==> src/rtl/clause_regbank_ctrl_if.sv <==
// Bundle of lane requests, bank controls and the downstream chunk stream for
// clause_regbank_ctrl.
//   master : environment side; drives start, eval_done, req_valid, req_idx, out_ready
//   slave  : controller side; drives grants, bank write/read controls, stream flags,
//            busy and err_oob
interface clause_regbank_ctrl_if #(
    parameter int unsigned NUM_REQ = 4,
    parameter int unsigned IDX_W   = 11,
    parameter int unsigned ADDR_W  = 6
);
    logic                     start;
    logic                     eval_done;
    logic [NUM_REQ-1:0]       req_valid;
    logic [NUM_REQ*IDX_W-1:0] req_idx;
    logic [NUM_REQ-1:0]       req_ready;
    logic                     bank_clr;
    logic                     write_mode;
    logic [31:0]              clause_chunk;
    logic [31:0]              clause_pos;
    logic                     stop_flag_1;
    logic                     read_mode;
    logic [ADDR_W-1:0]        read_addr;
    logic                     stop_flag_2;
    logic                     out_valid;
    logic                     out_last;
    logic                     out_ready;
    logic                     busy;
    logic                     err_oob;

    modport master (
        output start, eval_done, req_valid, req_idx, out_ready,
        input  req_ready, bank_clr, write_mode, clause_chunk, clause_pos, stop_flag_1,
               read_mode, read_addr, stop_flag_2, out_valid, out_last, busy, err_oob
    );

    modport slave (
        input  start, eval_done, req_valid, req_idx, out_ready,
        output req_ready, bank_clr, write_mode, clause_chunk, clause_pos, stop_flag_1,
               read_mode, read_addr, stop_flag_2, out_valid, out_last, busy, err_oob
    );
endinterface

==> src/rtl/clause_regbank_ctrl.sv <==
// Sequencer for the clause output register bank.
// Clears the bank once per inference, turns fired-clause reports from NUM_REQ
// evaluation lanes into single-cycle set-bit writes (round-robin, one grant per
// cycle), then drains every chunk in address order over a valid/ready stream.
// Ports:
//   clk      : clock
//   rst_flag : asynchronous active-high reset (also resets the bank at top level)
//   bus      : clause_regbank_ctrl_if.slave
//              start/eval_done control, lane req_valid/req_idx/req_ready,
//              bank write side (write_mode, clause_chunk, clause_pos, stop_flag_1),
//              bank read side (read_mode, read_addr, stop_flag_2), bank_clr,
//              stream (out_valid, out_last, out_ready), busy, err_oob
module clause_regbank_ctrl #(
    parameter int unsigned NUM_REQ       = 4,
    parameter int unsigned CLAUSE_CHUNKS = 63,
    parameter int unsigned IDX_W         = 11,
    parameter int unsigned ADDR_W        = 6
) (
    input logic                  clk,
    input logic                  rst_flag,
    clause_regbank_ctrl_if.slave bus
);
    localparam int unsigned PTR_W     = (NUM_REQ > 1) ? $clog2(NUM_REQ) : 1;
    localparam int unsigned BANK_BITS = CLAUSE_CHUNKS * 32;

    typedef enum logic [1:0] {StIdle, StClear, StCollect, StRead} state_e;

    state_e            state_q;
    logic [PTR_W-1:0]  rr_q;        // lane with highest priority this cycle
    logic [ADDR_W-1:0] rd_ptr_q;    // next bank address to issue
    logic              bank_clr_q;
    logic              stop1_q;
    logic              out_valid_q;
    logic              out_last_q;
    logic              err_oob_q;

    // Round-robin arbitration, combinational so the write lands at the next edge.
    logic              gnt_any;
    logic [PTR_W-1:0]  gnt_lane;
    logic [IDX_W-1:0]  gnt_idx;
    logic              gnt_in_range;
    int unsigned       lane;

    always_comb begin
        gnt_any  = 1'b0;
        gnt_lane = '0;
        lane     = 0;
        for (int unsigned k = 0; k < NUM_REQ; k++) begin
            lane = 32'(rr_q) + k;
            if (lane >= NUM_REQ) begin
                lane = lane - NUM_REQ;
            end
            if (!gnt_any && bus.req_valid[PTR_W'(lane)]) begin
                gnt_any  = 1'b1;
                gnt_lane = PTR_W'(lane);
            end
        end
        if (state_q != StCollect) begin
            gnt_any = 1'b0;
        end
    end

    assign gnt_idx      = bus.req_idx[32'(gnt_lane) * IDX_W +: IDX_W];
    assign gnt_in_range = (32'(gnt_idx) < BANK_BITS);

    // Read side: a presented chunk not taken downstream freezes the bank output.
    logic stall;
    logic issue;

    assign stall = out_valid_q & ~bus.out_ready;
    assign issue = (state_q == StRead) && !stall && (32'(rd_ptr_q) < CLAUSE_CHUNKS);

    always_comb begin
        bus.req_ready    = '0;
        bus.write_mode   = 1'b0;
        bus.clause_chunk = '0;
        bus.clause_pos   = '0;
        if (gnt_any) begin
            bus.req_ready    = NUM_REQ'(1) << gnt_lane;
            // Out-of-range reports are consumed but never written.
            bus.write_mode   = gnt_in_range;
            bus.clause_chunk = 32'(gnt_idx >> 5);
            bus.clause_pos   = 32'(gnt_idx[4:0]);
        end
    end

    assign bus.bank_clr    = bank_clr_q;
    assign bus.stop_flag_1 = stop1_q;
    assign bus.read_mode   = (state_q == StRead);
    assign bus.read_addr   = rd_ptr_q;
    assign bus.stop_flag_2 = (state_q != StRead) | stall;
    assign bus.out_valid   = out_valid_q;
    assign bus.out_last    = out_last_q;
    assign bus.busy        = (state_q != StIdle);
    assign bus.err_oob     = err_oob_q;

    always_ff @(posedge clk or posedge rst_flag) begin
        if (rst_flag) begin
            state_q     <= StIdle;
            rr_q        <= '0;
            rd_ptr_q    <= '0;
            bank_clr_q  <= 1'b0;
            stop1_q     <= 1'b1;
            out_valid_q <= 1'b0;
            out_last_q  <= 1'b0;
            err_oob_q   <= 1'b0;
        end else begin
            unique case (state_q)
                StIdle: begin
                    if (bus.start) begin
                        state_q    <= StClear;
                        err_oob_q  <= 1'b0;
                        bank_clr_q <= 1'b1;
                        rr_q       <= '0;
                    end
                end
                StClear: begin
                    state_q    <= StCollect;
                    bank_clr_q <= 1'b0;
                    stop1_q    <= 1'b0;
                end
                StCollect: begin
                    if (gnt_any) begin
                        rr_q <= (32'(gnt_lane) == NUM_REQ - 1) ? '0 : gnt_lane + 1'b1;
                        if (!gnt_in_range) begin
                            err_oob_q <= 1'b1;
                        end
                    end
                    if (bus.eval_done && (bus.req_valid == '0)) begin
                        state_q <= StRead;
                        stop1_q <= 1'b1;
                    end
                end
                StRead: begin
                    if (issue) begin
                        rd_ptr_q    <= rd_ptr_q + 1'b1;
                        out_valid_q <= 1'b1;
                        out_last_q  <= (rd_ptr_q == ADDR_W'(CLAUSE_CHUNKS - 1));
                    end else if (!stall) begin
                        out_valid_q <= 1'b0;
                        out_last_q  <= 1'b0;
                    end
                    if (out_valid_q && out_last_q && bus.out_ready) begin
                        state_q     <= StIdle;
                        rd_ptr_q    <= '0;
                        out_valid_q <= 1'b0;
                        out_last_q  <= 1'b0;
                    end
                end
                default: state_q <= StIdle;
            endcase
        end
    end
endmodule

==> src/flat_wrapper.sv <==
// flat-port wrapper written by rule: the top's interface ports become plain ports
module clause_regbank_ctrl_flat 
#(
    parameter int unsigned NUM_REQ       = 4,
    parameter int unsigned CLAUSE_CHUNKS = 63,
    parameter int unsigned IDX_W         = 11,
    parameter int unsigned ADDR_W        = 6
)
  (clk, rst_flag, bus_start, bus_eval_done, bus_req_valid, bus_req_idx, bus_out_ready, bus_req_ready, bus_bank_clr, bus_write_mode, bus_clause_chunk, bus_clause_pos, bus_stop_flag_1, bus_read_mode, bus_read_addr, bus_stop_flag_2, bus_out_valid, bus_out_last, bus_busy, bus_err_oob);
  clause_regbank_ctrl_if #(.NUM_REQ(NUM_REQ), .IDX_W(IDX_W), .ADDR_W(ADDR_W)) bus_i ();
  input logic clk;
  input logic rst_flag;
  input wire logic [$bits(bus_i.start)-1:0] bus_start;
  input wire logic [$bits(bus_i.eval_done)-1:0] bus_eval_done;
  input wire logic [$bits(bus_i.req_valid)-1:0] bus_req_valid;
  input wire logic [$bits(bus_i.req_idx)-1:0] bus_req_idx;
  input wire logic [$bits(bus_i.out_ready)-1:0] bus_out_ready;
  output wire logic [$bits(bus_i.req_ready)-1:0] bus_req_ready;
  output wire logic [$bits(bus_i.bank_clr)-1:0] bus_bank_clr;
  output wire logic [$bits(bus_i.write_mode)-1:0] bus_write_mode;
  output wire logic [$bits(bus_i.clause_chunk)-1:0] bus_clause_chunk;
  output wire logic [$bits(bus_i.clause_pos)-1:0] bus_clause_pos;
  output wire logic [$bits(bus_i.stop_flag_1)-1:0] bus_stop_flag_1;
  output wire logic [$bits(bus_i.read_mode)-1:0] bus_read_mode;
  output wire logic [$bits(bus_i.read_addr)-1:0] bus_read_addr;
  output wire logic [$bits(bus_i.stop_flag_2)-1:0] bus_stop_flag_2;
  output wire logic [$bits(bus_i.out_valid)-1:0] bus_out_valid;
  output wire logic [$bits(bus_i.out_last)-1:0] bus_out_last;
  output wire logic [$bits(bus_i.busy)-1:0] bus_busy;
  output wire logic [$bits(bus_i.err_oob)-1:0] bus_err_oob;
  assign bus_i.start = bus_start;
  assign bus_i.eval_done = bus_eval_done;
  assign bus_i.req_valid = bus_req_valid;
  assign bus_i.req_idx = bus_req_idx;
  assign bus_i.out_ready = bus_out_ready;
  assign bus_req_ready = bus_i.req_ready;
  assign bus_bank_clr = bus_i.bank_clr;
  assign bus_write_mode = bus_i.write_mode;
  assign bus_clause_chunk = bus_i.clause_chunk;
  assign bus_clause_pos = bus_i.clause_pos;
  assign bus_stop_flag_1 = bus_i.stop_flag_1;
  assign bus_read_mode = bus_i.read_mode;
  assign bus_read_addr = bus_i.read_addr;
  assign bus_stop_flag_2 = bus_i.stop_flag_2;
  assign bus_out_valid = bus_i.out_valid;
  assign bus_out_last = bus_i.out_last;
  assign bus_busy = bus_i.busy;
  assign bus_err_oob = bus_i.err_oob;
  clause_regbank_ctrl #(.NUM_REQ(NUM_REQ), .CLAUSE_CHUNKS(CLAUSE_CHUNKS), .IDX_W(IDX_W), .ADDR_W(ADDR_W)) u_core (.clk(clk), .rst_flag(rst_flag), .bus(bus_i));
endmodule
==> config.mk <==
export PLATFORM = sky130hd
export DESIGN_NAME = clause_regbank_ctrl_flat
export DESIGN_NICKNAME = d
export VERILOG_FILES = /design/src/rtl/clause_regbank_ctrl_if.sv /design/src/rtl/clause_regbank_ctrl.sv /design/src/flat_wrapper.sv
export SDC_FILE = /design/constraint.sdc
export NUM_CORES = 1
export LEC_CHECK = 0
export ABC_AREA = 1
export CAP_MARGIN = 0
export CORE_MARGIN = 4
export CORE_UTILIZATION = 35
export DETAILED_ROUTE_END_ITERATION = 12
export GPL_TIMING_DRIVEN = 0
export PLACE_DENSITY_LB_ADDON = 0.05
export REMOVE_ABC_BUFFERS = 1
export SYNTH_ARGS = -nofsm -noshare
export SYNTH_HDL_FRONTEND = slang
export SYNTH_SLANG_ARGS = --single-unit
export TNS_END_PERCENT = 1
==> constraint.sdc <==
create_clock -name clk -period 2.52 [get_ports clk]
set_input_delay 0.252 -clock clk [delete_from_list [all_inputs] [get_ports clk]]
set_output_delay 0.252 -clock clk [all_outputs]
set_load 0.02 [all_outputs]
Word-level counts from Yosys, hierarchy flattened. Index checks and enable logic that the tools add are counted. Widths: inputs -> output; s select.

Register bits: 15. Input port bits: 53. Logic and storage cells: 120.

Add/subtract/negate cells: 9. Multiply operators: 1. Magnitude comparators: 10. Equal/unequal tests: 13. Shifts and indexed selects: 2. Mux-type cells: 48. Bitwise operators: 3. Reduce and logical (&&, ||, !) cells: 26.

Operators with widths (count): $shiftx 44x7->11 (1); $mux 2 (14); $mux 1 (20); $mux 6 (3); $lt 2x3->1 const B (4); $lt 11x11->1 const B (1); $reduce_bool 2->1 (5); $ge 3x3->1 const B (3); $bmux 1 s2 (4); $logic_and 1x1->1 (8); $ne 2x2->1 const B (4); $pmux 2 s4 (1); $reduce_and 2->1 (4); $sub 2x1->2 const B (4); $add 2x2->3 const B (2); $add 6x1->6 const B (1); $eq 2x2->1 const B (3); $eq 6x6->1 const B (1); $lt 6x6->1 const B (1); $mul 2x4->6 const B (1); $ne 2x1->1 const B (3); $pmux 1 s2 (3); $reduce_and 3->1 (2); $mux 5 (1); 15 further kinds (18).

Longest topological paths before layout.
Word-level depth: 20. Gate-level depth with buffers: 18. Mapped depth without buffers: 17.

Least setup slack after synthesis. No wires, ideal clock.

Kind: register to output. Start: register u_core.rr_q[0]. End: output bus_clause_pos[0]. Data arrival time: 1989 ps. Required time: 2268 ps. Path slack: 279 ps. Cell stages (with the launch flop): 15. Path buffers: 2. Path through: dfrtp_1 -> buf_6 -> inv_8 -> nand2_1 -> nand3_1 -> nand2_2 -> inv_2 -> nand2_4 -> nand2_8 -> nand3_4 -> clkinv_1 -> buf_2 -> o21ai_1 -> o21bai_1 -> a21oi_1.

Word-level cells in the longest chain between the ends: 17.

RTL lines: from (decl) (line clause_regbank_ctrl.sv:29) `logic [PTR_W-1:0] rr_q;`; from (signal assigned) (line clause_regbank_ctrl.sv:124) `rr_q <= (32'(gnt_lane) == NUM_REQ - 1) ? '0 : gnt_lane + 1'b1;`; branches (longest 16 deep; another with $add 2x1->3); $mux 5 (*) (line clause_regbank_ctrl.sv:78) `if (gnt_any) begin`; to (decl) (line flat_wrapper.sv:22) `output wire logic [$bits(bus_i.clause_pos)-1:0] bus_clause_pos;`.

Every way passes the cells marked *. The select of a mux whose other input is x is not followed.

Worst setup path after layout.
Start: register u_core.rr_q[0]. End: output bus_write_mode.

Word-level cells in the longest chain between the ends: 18.

RTL lines: branches (longest 17 deep; another with $add 2x1->3); $mux 1 (*) (line clause_regbank_ctrl.sv:78); to (decl) (line flat_wrapper.sv:20) `output wire logic [$bits(bus_i.write_mode)-1:0] bus_write_mode;`.

Marked as above.

==> impl_metrics.toml <==
[grt]
met2_usage = 0.275
top_usage_layer = "met2"
grt_overflow = 0
grt_use_met3 = 0.0320
grt_pass1_vias = 2030
antenna_found_initial = 0
groute.usage.overall = 0.157
use_met1 = 0.203
grt_pass1_wl_um = 9510
grt_max_degree = 18

[power]
pwr_density_cell_mw_per_mm2 = 1590
leakagePower_uw = 0.00165
power.total_uw = 5070
irDropWorstVdd_uv = 719

[synth]
yosysSeqAreaShare = 0.180
synth_cells = 325
synth_warnings = 0
synth_cell_types = 32
ys_seq_elements = 15
syn_avg_cell_area_um2 = 6.45
netlist_area_mm2 = 0.00210

[setup_path]
worstSetupPathType = "reg -> out"
r2r_slack_ns = 0.17
worstSetupEndpoint = "bus_write_mode"
r2r-start = "u_core.rr_q[0]$_DFFE_PP0P_"
critPathCaptureType = "output port"
startpoint = "u_core.rr_q[0]$_DFFE_PP0P_"
required_ns = 2.27
crit_arrival_ns = 2.37
r2r-end = "u_core.bus.err_oob$_DFFE_PP0P_"
start_kind = "register"
ff2ff_path_depth = 17
crit_fanout = 6

[clocking]
cts_hold_buf = 0
cts.sinks = 15
cts_root_buffer = "clkbuf_8"
tritoncts = "yes"
path_clk_slew_ns = 0.06
cts_max_path_buffers = 2
insertion_delay_ns = 0.24
cts_buffers = 3
htreeDepth = 1

[drt]
drc_errors = 0
via_count = 2258
ant_nets = 0
wl_per_cell_um = 12.4
drt_wl_total_um = 6250
initialDrtViolationCount = 64
dr.pass1.iters = 4
viasPerCell = 4.48

[placed_design]
dp_hpwl_um = 4250
place_congestion = 0.859
pre_cts_slack_ns = -1.17
port_buffers = 82

[sta]
hold_viol = 0
grt_setup_unrepaired = "true"
skew_ns = 0.000972
period_share = 1.04
relSlewSlack = 0.616
period_minus_slack_ns = 2.62
finalSetupTns_ns = -0.201
setup_viol = 3
drv_slew = 0
setup_slack_ns = -0.0997
worst_pin_slew_ns = 0.575
max_freq_mhz = 382

[die]
die_w_um = 85.4
fp.dieH_um = 85.4
core_mm2 = 0.00564
rows = 27
start_util = 0.372
io_pins = 136
die-area_mm2 = 0.00729

[layout]
diodes = 0
fin_util = 0.565
layout-drive-gt1-share = 0.229
final_nets = 496
layout-area-overhead-vs-synth_pct = 52.1

[run]
maxCapViolCount = 0

[worst_hold_path]
hold_path_class = "in -> async"

[run_status]
violations = "setup timing"
run_status = "complete, but fails checks"
==> critical path: stages (launching register included) <==
cell and delay, ns:
dfrtp_2 0.48, buf_6 0.16, nand2_2 0.08, nand3_2 0.11
nand2_4 0.10, inv_4 0.05, nand3_4 0.10, buf_12 0.13
nand3_2 0.13, nand2_1 0.12, nand3_2 0.09, nand2_1 0.06
nand2_1 0.06, nor2_2 0.17, a21oi_1 0.09, buf_4 0.18
==> per-layer routing <==
metal	vias up	share of wire
met3	4	0.072
met4	0	0.0058
met2	86	0.50
met5	-	0
li1	1144	-
met1	1024	0.42
==> layout by cell type (no fill, tap or decap), types with 12 or more instances in the layout <==
cell	n
clkdlybuf4s50_1	66
conb_1	53
nand2_1	47
inv_1	46
buf_4	30
nor2_1	23
nand2_2	20
a21oi_1	19
nand3_1	12
dfrtp_1	12
==> sequential cells by signal, indices dropped and copies added (netlist names) <==
name                    count
u_core.bus.bank_clr         1
u_core.bus.err_oob          1
u_core.bus.out_last         1
u_core.bus.out_valid        1
u_core.bus.read_addr        6
u_core.bus.stop_flag_1      1
u_core.rr_q                 2
u_core.state_q              2
==> Yosys cell counts, drive strengths merged <==
master,count,area (um^2)
nor3b,2,15.0
a311oi,1,8.76
nand3,24,150
o21ai,19,95.1
conb,1,3.75
ha,10,125
inv,50,198
nand2,73,328
nand4,11,68.8
clkbuf,3,11.3
clkinv,1,3.75
o21bai,5,37.5
a21oi,19,95.1
buf,58,438
dfrtp,14,350
o22ai,2,12.5
dfstp,1,26.3
a211oi,1,7.51
nor2,26,103
nor3,4,20.0
==> per-stage QoR <==
| stage | hold slack [ns] | instances | area (um^2) |
|---|---|---|---|
| CTS | 0.394 | 495 | 3020 |
| global route | 0.442 | 504 | 3190 |
| finish | 0.364 | 504 | 3190 |
| detailed placement | 0.486 | 470 | 2750 |
| floorplan | 0.153 | 316 | 1840 |
| global placement | 0.480 | 470 | 2750 |
==> kinds of logic (layout without fill, tap and decap cells) <==
family                   count (synthesis)  after routing  share of synthesized area
AO/OA/AOI/OAI                           47             47                      0.122
adder cells (fa/ha/maj)                 10             10                     0.0597
buffers and inverters                  112            163                      0.310
flip-flops                              15             15                      0.180
other                                    1             53                    0.00179
AND/OR/NAND/NOR                        140            144                      0.326
==> cell type report <==
class	instances	area, um^2
Fill cell	555	2450
Multi-Input combinational cell	254	1440
Timing Repair Buffer	108	1010
Sequential cell	15	379
Inverter	51	219
Tap cell	72	90.1
Clock buffer	3	41.3
Clock inverter	1	5.00
==> repair_timing <==
action	4_1_cts	5_1_grt
endpoints found under the setup margin	18	16
setup buffers	17	9
cloned	4	0
hold endpoints to repair	0	0
pin swaps	14	22
gates resized for setup	84	44
==> worst min-delay path by stage <==
stage / to / depth (start not counted)
after global placement: u_core.bus.stop_flag_1$_DFFE_PP1P_ / 2
final: u_core.bus.read_addr[3]$_DFFE_PP0P_ / 2
after floorplan: u_core.bus.bank_clr$_DFFE_PP0P_ / 1
after detailed placement: u_core.bus.stop_flag_1$_DFFE_PP1P_ / 2
after global routing: u_core.bus.read_addr[3]$_DFFE_PP0P_ / 2
after CTS: u_core.bus.read_addr[0]$_DFFE_PP0P_ / 2
==> power by group <==
group / leakage (uW) / switching (uW) / internal (uW)
combinational: 0.00144 / 2590 / 1810
sequential: 0.000181 / 123 / 355
clock: 0.0000255 / 80.1 / 109
total: 0.00165 / 2790 / 2270
(Power assumes the default switching activity.)
==> variant 1: new RTL, config.mk and constraints unchanged <==
`NUM_REQ` is set to 4 in 3 places; all go to 2.
--- a/src/rtl/clause_regbank_ctrl_if.sv
+++ b/src/rtl/clause_regbank_ctrl_if.sv
@@ -4,7 +4,7 @@
 //   slave  : controller side; drives grants, bank write/read controls, stream flags,
 //            busy and err_oob
 interface clause_regbank_ctrl_if #(
-    parameter int unsigned NUM_REQ = 4,
+    parameter int unsigned NUM_REQ = 2,
     parameter int unsigned IDX_W   = 11,
     parameter int unsigned ADDR_W  = 6
 );
--- a/src/rtl/clause_regbank_ctrl.sv
+++ b/src/rtl/clause_regbank_ctrl.sv
@@ -11,7 +11,7 @@
 //              bank read side (read_mode, read_addr, stop_flag_2), bank_clr,
 //              stream (out_valid, out_last, out_ready), busy, err_oob
 module clause_regbank_ctrl #(
-    parameter int unsigned NUM_REQ       = 4,
+    parameter int unsigned NUM_REQ       = 2,
     parameter int unsigned CLAUSE_CHUNKS = 63,
     parameter int unsigned IDX_W         = 11,
     parameter int unsigned ADDR_W        = 6
--- a/src/flat_wrapper.sv
+++ b/src/flat_wrapper.sv
@@ -1,7 +1,7 @@
 // flat-port wrapper written by rule: the top's interface ports become plain ports
 module clause_regbank_ctrl_flat 
 #(
-    parameter int unsigned NUM_REQ       = 4,
+    parameter int unsigned NUM_REQ       = 2,
     parameter int unsigned CLAUSE_CHUNKS = 63,
     parameter int unsigned IDX_W         = 11,
     parameter int unsigned ADDR_W        = 6
Interface: changed (resized bus_req_idx, bus_req_ready and bus_req_valid); port bits go from 136 to 110. No check against the original RTL was run, so the function may have changed too.
==> variant 1 against the unedited design <==
- critical path depth is 8 lower
- clock power up 16%
- power down 63%
- cell area down 40%
- routed wire length shrank 48%
- non-clock buffer count fell by 52
- register-to-register slack better by 830 ps
- sequential cell count fell by 1
- sequential power shrank 10%
- synthesized area down 31%
- setup slack improved by 310 ps
- die area decreased by 28%
==> variant 1: results (changes against the unedited design) <==
Port bufs - 56 (-32%)
Routability congestion estimate from global placement - 0.752 (-13%)
Flop2flop setup slack - 1000 ps (+830 ps)
FF-to-FF Start - u_core.state_q[0]
H-tree depth - 1 (unchanged)
Cell Count Post-Placement - 297 (-37%)
Max Root-Sink Buffers - 2 (unchanged)
Ys Warns - 0 (unchanged)
Synth area leaders - buf_4 (28%), dfrtp_1 (22%), inv_1 (6.0%), ha_1 (5.2%), nand2_1 (5.2%)
Critical Path Max Stage Delay - 630 ps (+150 ps)
Proportion of synthesized chip area in sequential cells - 24.2% (+6.3 points)
Max reg flops - 6 (unchanged)
Post-synth top cells - buf_4 (54), inv_1 (23), nand2_1 (20)
Largest net degree at the start of global routing - 15 (-3)
First-pass GRT wire length - 4970 µm (-48%)
FF-to-FF path depth - 8 (-9)
Leak - 1.01 nW (-39%)
Vias in the first global route - 1065 (-48%)
Vias/cell - 4.01 (-10%)
CP Max Fanout - 8 (+2)
Fill cells - 423 (-24%)
CP arrival - 2060 ps (-310 ps)
Number of library cell types mapped by synthesis - 27 (-16%)
Share of cells above drive strength 1 - 10.4% (-13 points)
Maximum vdd drop - 0.518 mV (-28%)
Rel. slew slack - 62.6% (+0.96 points)
Status - finished clean
Slowest CP cell - clkdlybuf4s50_1
WL/cell - 10.9 µm (-12%)
Final wirelength - 3280 µm (-48%)
DR iter-0 viols - 30 (-53%)
Clock skew - 0.688 ps (-0.284 ps)
Gr usage total - 11.8% (-3.9 points)
Syn_area_per_cell - 7.51 µm² (+16%)
Async SR Flop Fraction - 100% (unchanged)
Final net count - 287 (-42%)
DP HPWL - 2730 µm (-36%)
Worst min-delay path class - primary input to asynchronous set/reset pin
Final hold violation count - 0 (unchanged)
Reg2Reg Capture Point - u_core.bus.read_addr[4]
==> variant 1: cell type report <==
| type | count | area (µm²) | area share [%] |
|---|---|---|---|
| clock buffers | 4 | 55.1 | 2.87 |
| inverters | 28 | 105 | 5.48 |
| repair buffers | 56 | 559 | 29.1 |
| flip-flops and latches | 14 | 352 | 18.3 |
| well taps | 50 | 62.6 | 3.26 |
| multi-input cells | 149 | 786 | 40.9 |
==> variant 1: cell families (layout without fill, tap and decap cells) <==
kind of cell               count (synthesis)  in the layout  synth area share [%]
and+or+nand+nor                           57             57                  20.9
buffers and inverters                     82             88                  35.2
other                                      1             53                 0.259
adders and majority gates                  6              6                  5.18
AOI/OAI and AO/OA                         33             33                  14.2
DFF                                       14             14                  24.2
==> variant 1: how the worst max path moves through the flow <==
stage	from	to	slack, ps	cells after the start
3_3_place_gp	bus_req_valid[1]	bus_clause_pos[4]	-80	7
6_report	u_core.state_q[0]	bus_write_mode	210	7
3_5_place_dp	bus_req_valid[1]	bus_clause_pos[3]	-60	7
5_1_grt	u_core.state_q[0]	bus_clause_chunk[4]	70	7
2_1_floorplan	u_core.state_q[0]	bus_clause_pos[0]	760	7
4_1_cts	u_core.state_q[0]	bus_clause_pos[2]	7	8
==> variant 1: report_power, final <==
group	leakage [nW]	internal, mW	total (mW)	switching (mW)
logic	0.807	0.495	1.21	0.719
registers	0.170	0.331	0.429	0.0978
clock network	0.0288	0.138	0.219	0.0809
==> variant 1: metrics by stage <==
stage               worst slack (ps)  TNS (ps)  hold slack, ps  instance area, µm²
floorplan                        762         0             141                1240
global placement               -79.8      -362             490                1860
detailed placement             -64.7      -288             493                1860
CTS                             7.17         0             374                1910
global route                    66.2         0             419                1920
finish                           207         0             356                1920
==> variant 1: routing by layer <==
layer	vias up	share of wire (%)	track usage (%)
met5	-	0	0
met4	0	0.58	2.46
met3	4	10	2.91
met2	61	47	19.1
met1	515	42	16.1
li1	627	-	-
==> variant 1: what timing repair did <==
item,in CTS,in global routing
setup endpoints to repair,5,2
pin swaps,0,0
gates resized for setup,6,2
setup buffers,0,0
==> variant 1: critical path: cells and delay by family, from the launching register on <==
family / cells / cell delay, ps
compound gates: 1 / 120
fa+ha+maj: 1 / 250
simple gates: 1 / 130
buf+inv: 4 / 910
flops: 1 / 410
==> variant 2: new RTL, same flow settings <==
Made on the original files. Encoding of `state_e`: now one-hot (4 bits for 4 states).
--- a/src/rtl/clause_regbank_ctrl.sv
+++ b/src/rtl/clause_regbank_ctrl.sv
@@ -23,7 +23,7 @@
     localparam int unsigned PTR_W     = (NUM_REQ > 1) ? $clog2(NUM_REQ) : 1;
     localparam int unsigned BANK_BITS = CLAUSE_CHUNKS * 32;
 
-    typedef enum logic [1:0] {StIdle, StClear, StCollect, StRead} state_e;
+    typedef enum logic [3:0] {StIdle = 4'b0001, StClear = 4'b0010, StCollect = 4'b0100, StRead = 4'b1000} state_e;
 
     state_e            state_q;
     logic [PTR_W-1:0]  rr_q;        // lane with highest priority this cycle
Formal check against the unedited RTL: no difference found for any inputs over 10 cycles, from zero or initial values and one cycle with rst_flag high; not proved beyond that.
==> variant 2 against the unedited design <==
- the flow still finishes with violations (negative setup slack)
- utilization is 4.1 points lower
- cell area fell by 2.0%
- register-to-register slack better by 220 ps
- routed wire length shrank 4.9%
- sequential cell count rose by 2
- critical endpoint is now bus_clause_pos[4]
- first-iteration DRC count rose by 6.3%
- power decreased by 42%
- largest cell class unchanged
- clock skew rose by 2.0 ps
- synthesized area is 2.6% higher
- setup slack gained 12 ps
- combinational power decreased by 48%
==> variant 2: results (changes against the unedited design) <==
Slowest CP cell - dfrtp_2
Sum Neg Setup Slack - -425 ps (-224 ps)
Post-synth top cells - nand2_1 (70), buf_4 (54), inv_1 (43)
Vias in the first global route - 1917 (-5.6%)
Top delay family on crit path - simple AND/OR/NAND/NOR gates
Largest net degree at the start of global routing - 18 (unchanged)
Cts repair resizes - 83 (-1.2%)
WL/cell - 11.8 µm (-4.9%)
Synth area leaders - buf_4 (19%), dfrtp_1 (17%), nand2_1 (12%), inv_1 (7.5%), nand3_1 (4.4%)
Initial antenna violation count - 0 (unchanged)
DP HPWL - 4240 µm (-0.28%)
Rel. slew slack - 51.1% (-11 points)
DR iter-0 viols - 68 (+6.3%)
Async SR Flop Fraction - 100% (unchanged)
Leak - 1.61 nW (-2.2%)
Max Root-Sink Buffers - 2 (unchanged)
Proportion of synthesized chip area in sequential cells - 19.9% (+1.9 points)
Primary FF master, synth - dfrtp_1
Number of library cell types mapped by synthesis - 37 (+16%)
Max reg flops - 6 (unchanged)
Fin worst setup slack - -88.0 ps (+11.6 ps)
Final setup viols - 6 (+3)
Routability congestion estimate from global placement - 0.788 (-8.3%)
Tmin final - 2610 ps (-11.6 ps)
H-tree depth - 1 (unchanged)
Antenna cells - 0 (unchanged)
Critical Path Max Stage Delay - 500 ps (+20 ps)
Syn_area_per_cell - 6.56 µm² (+1.7%)
Clk_lat worst skew - 250 ps
Share of cells above drive strength 1 - 22.4% (-0.54 points)
Root buffer cell - clkbuf_8
First-pass GRT wire length - 8980 µm (-5.5%)
Worst min-delay path class - primary input to asynchronous set/reset pin
Kind of critical path - register to output pin
Fill cells - 590 (+6.3%)
Failing checks - negative setup slack
Clock skew - 2.94 ps (+1.97 ps)
Final net count - 489 (-1.4%)
Ys Warns - 0 (unchanged)
Pre-CTS worst setup slack - -985 ps (+187 ps)
Clock Pin Slew Worst Setup and Hold Paths - 70 ps
Status - finished, violations left
CP Max Fanout - 7 (+1)
Port bufs - 82 (unchanged)
Vias/cell - 4.34 (-3.2%)
Placed Area - 2810 µm² (+2.1%)
Post-CTS setup buffers - 9 (-8)
FF-to-FF Start - u_core.rr_q[0]
Final hold violation count - 0 (unchanged)
First-pass iteration count of the detailed router - 4 (unchanged)
Maximum vdd drop - 0.609 mV (-15%)
Gr usage total - 14.4% (-1.3 points)
Final wirelength - 5940 µm (-4.9%)
Cell Count Post-Placement - 477 (+1.5%)
## variant 2: cell count changes after synthesis, moves of 4 or more
cell | before | now
nand2_1 | 63 | 70
a21oi_1 | 19 | 13
ha_1 | 10 | 6
nand3_2 | 1 | 5
## variant 2: final timing paths
| path | end | slack [ps] | cells after the start |
|---|---|---|---|
| min reg2reg | u_core.bus.bank_clr | 500 | 2 |
| max in group asynchronous | u_core.rr_q[0] | 1680 | 2 |
| max | bus_clause_pos[4] | -90 | 13 |
| max reg2reg | u_core.bus.err_oob | 390 | 15 |
| min in group clk | u_core.bus.bank_clr | 500 | 2 |
| min | u_core.rr_q[1] | 390 | 2 |
## variant 2: power by group
group	switching [mW]	internal (mW)	leakage (nW)
clock network	0.0948	0.110	0.0255
registers	0.0756	0.356	0.220
logic	1.39	0.909	1.36
total	1.56	1.37	1.61
## variant 2: layout make-up
cell class | count | area (µm²) | share of cell area (%)
timing repair buffer | 100 | 935 | 29.9
sequential | 17 | 429 | 13.7
clock inverter | 1 | 5.00 | 0.160
tap | 75 | 93.8 | 3.00
clock buffer | 3 | 41.3 | 1.32
timing repair inverter | 2 | 15.0 | 0.481
multi-input combinational | 257 | 1400 | 44.7
inverter | 49 | 209 | 6.69
## variant 2: per-layer routing
layer,vias up,part of all wire (%),GRT usage (%)
met2,68,49,25.2
met3,2,6.2,1.62
li1,1143,-,-
met1,973,44,19.4
met4,0,0.29,2.12
met5,-,0,0
## variant 2: logic make-up after synthesis
kind of cell	Yosys count	synth area share, %
flip-flops	17	19.9
buffers and inverters	109	29.9
AO/OA/AOI/OAI	41	10.6
adder cells (fa/ha/maj)	6	3.49
other	1	0.174
AND/OR/NAND/NOR	153	35.6
XOR/XNOR	1	0.407
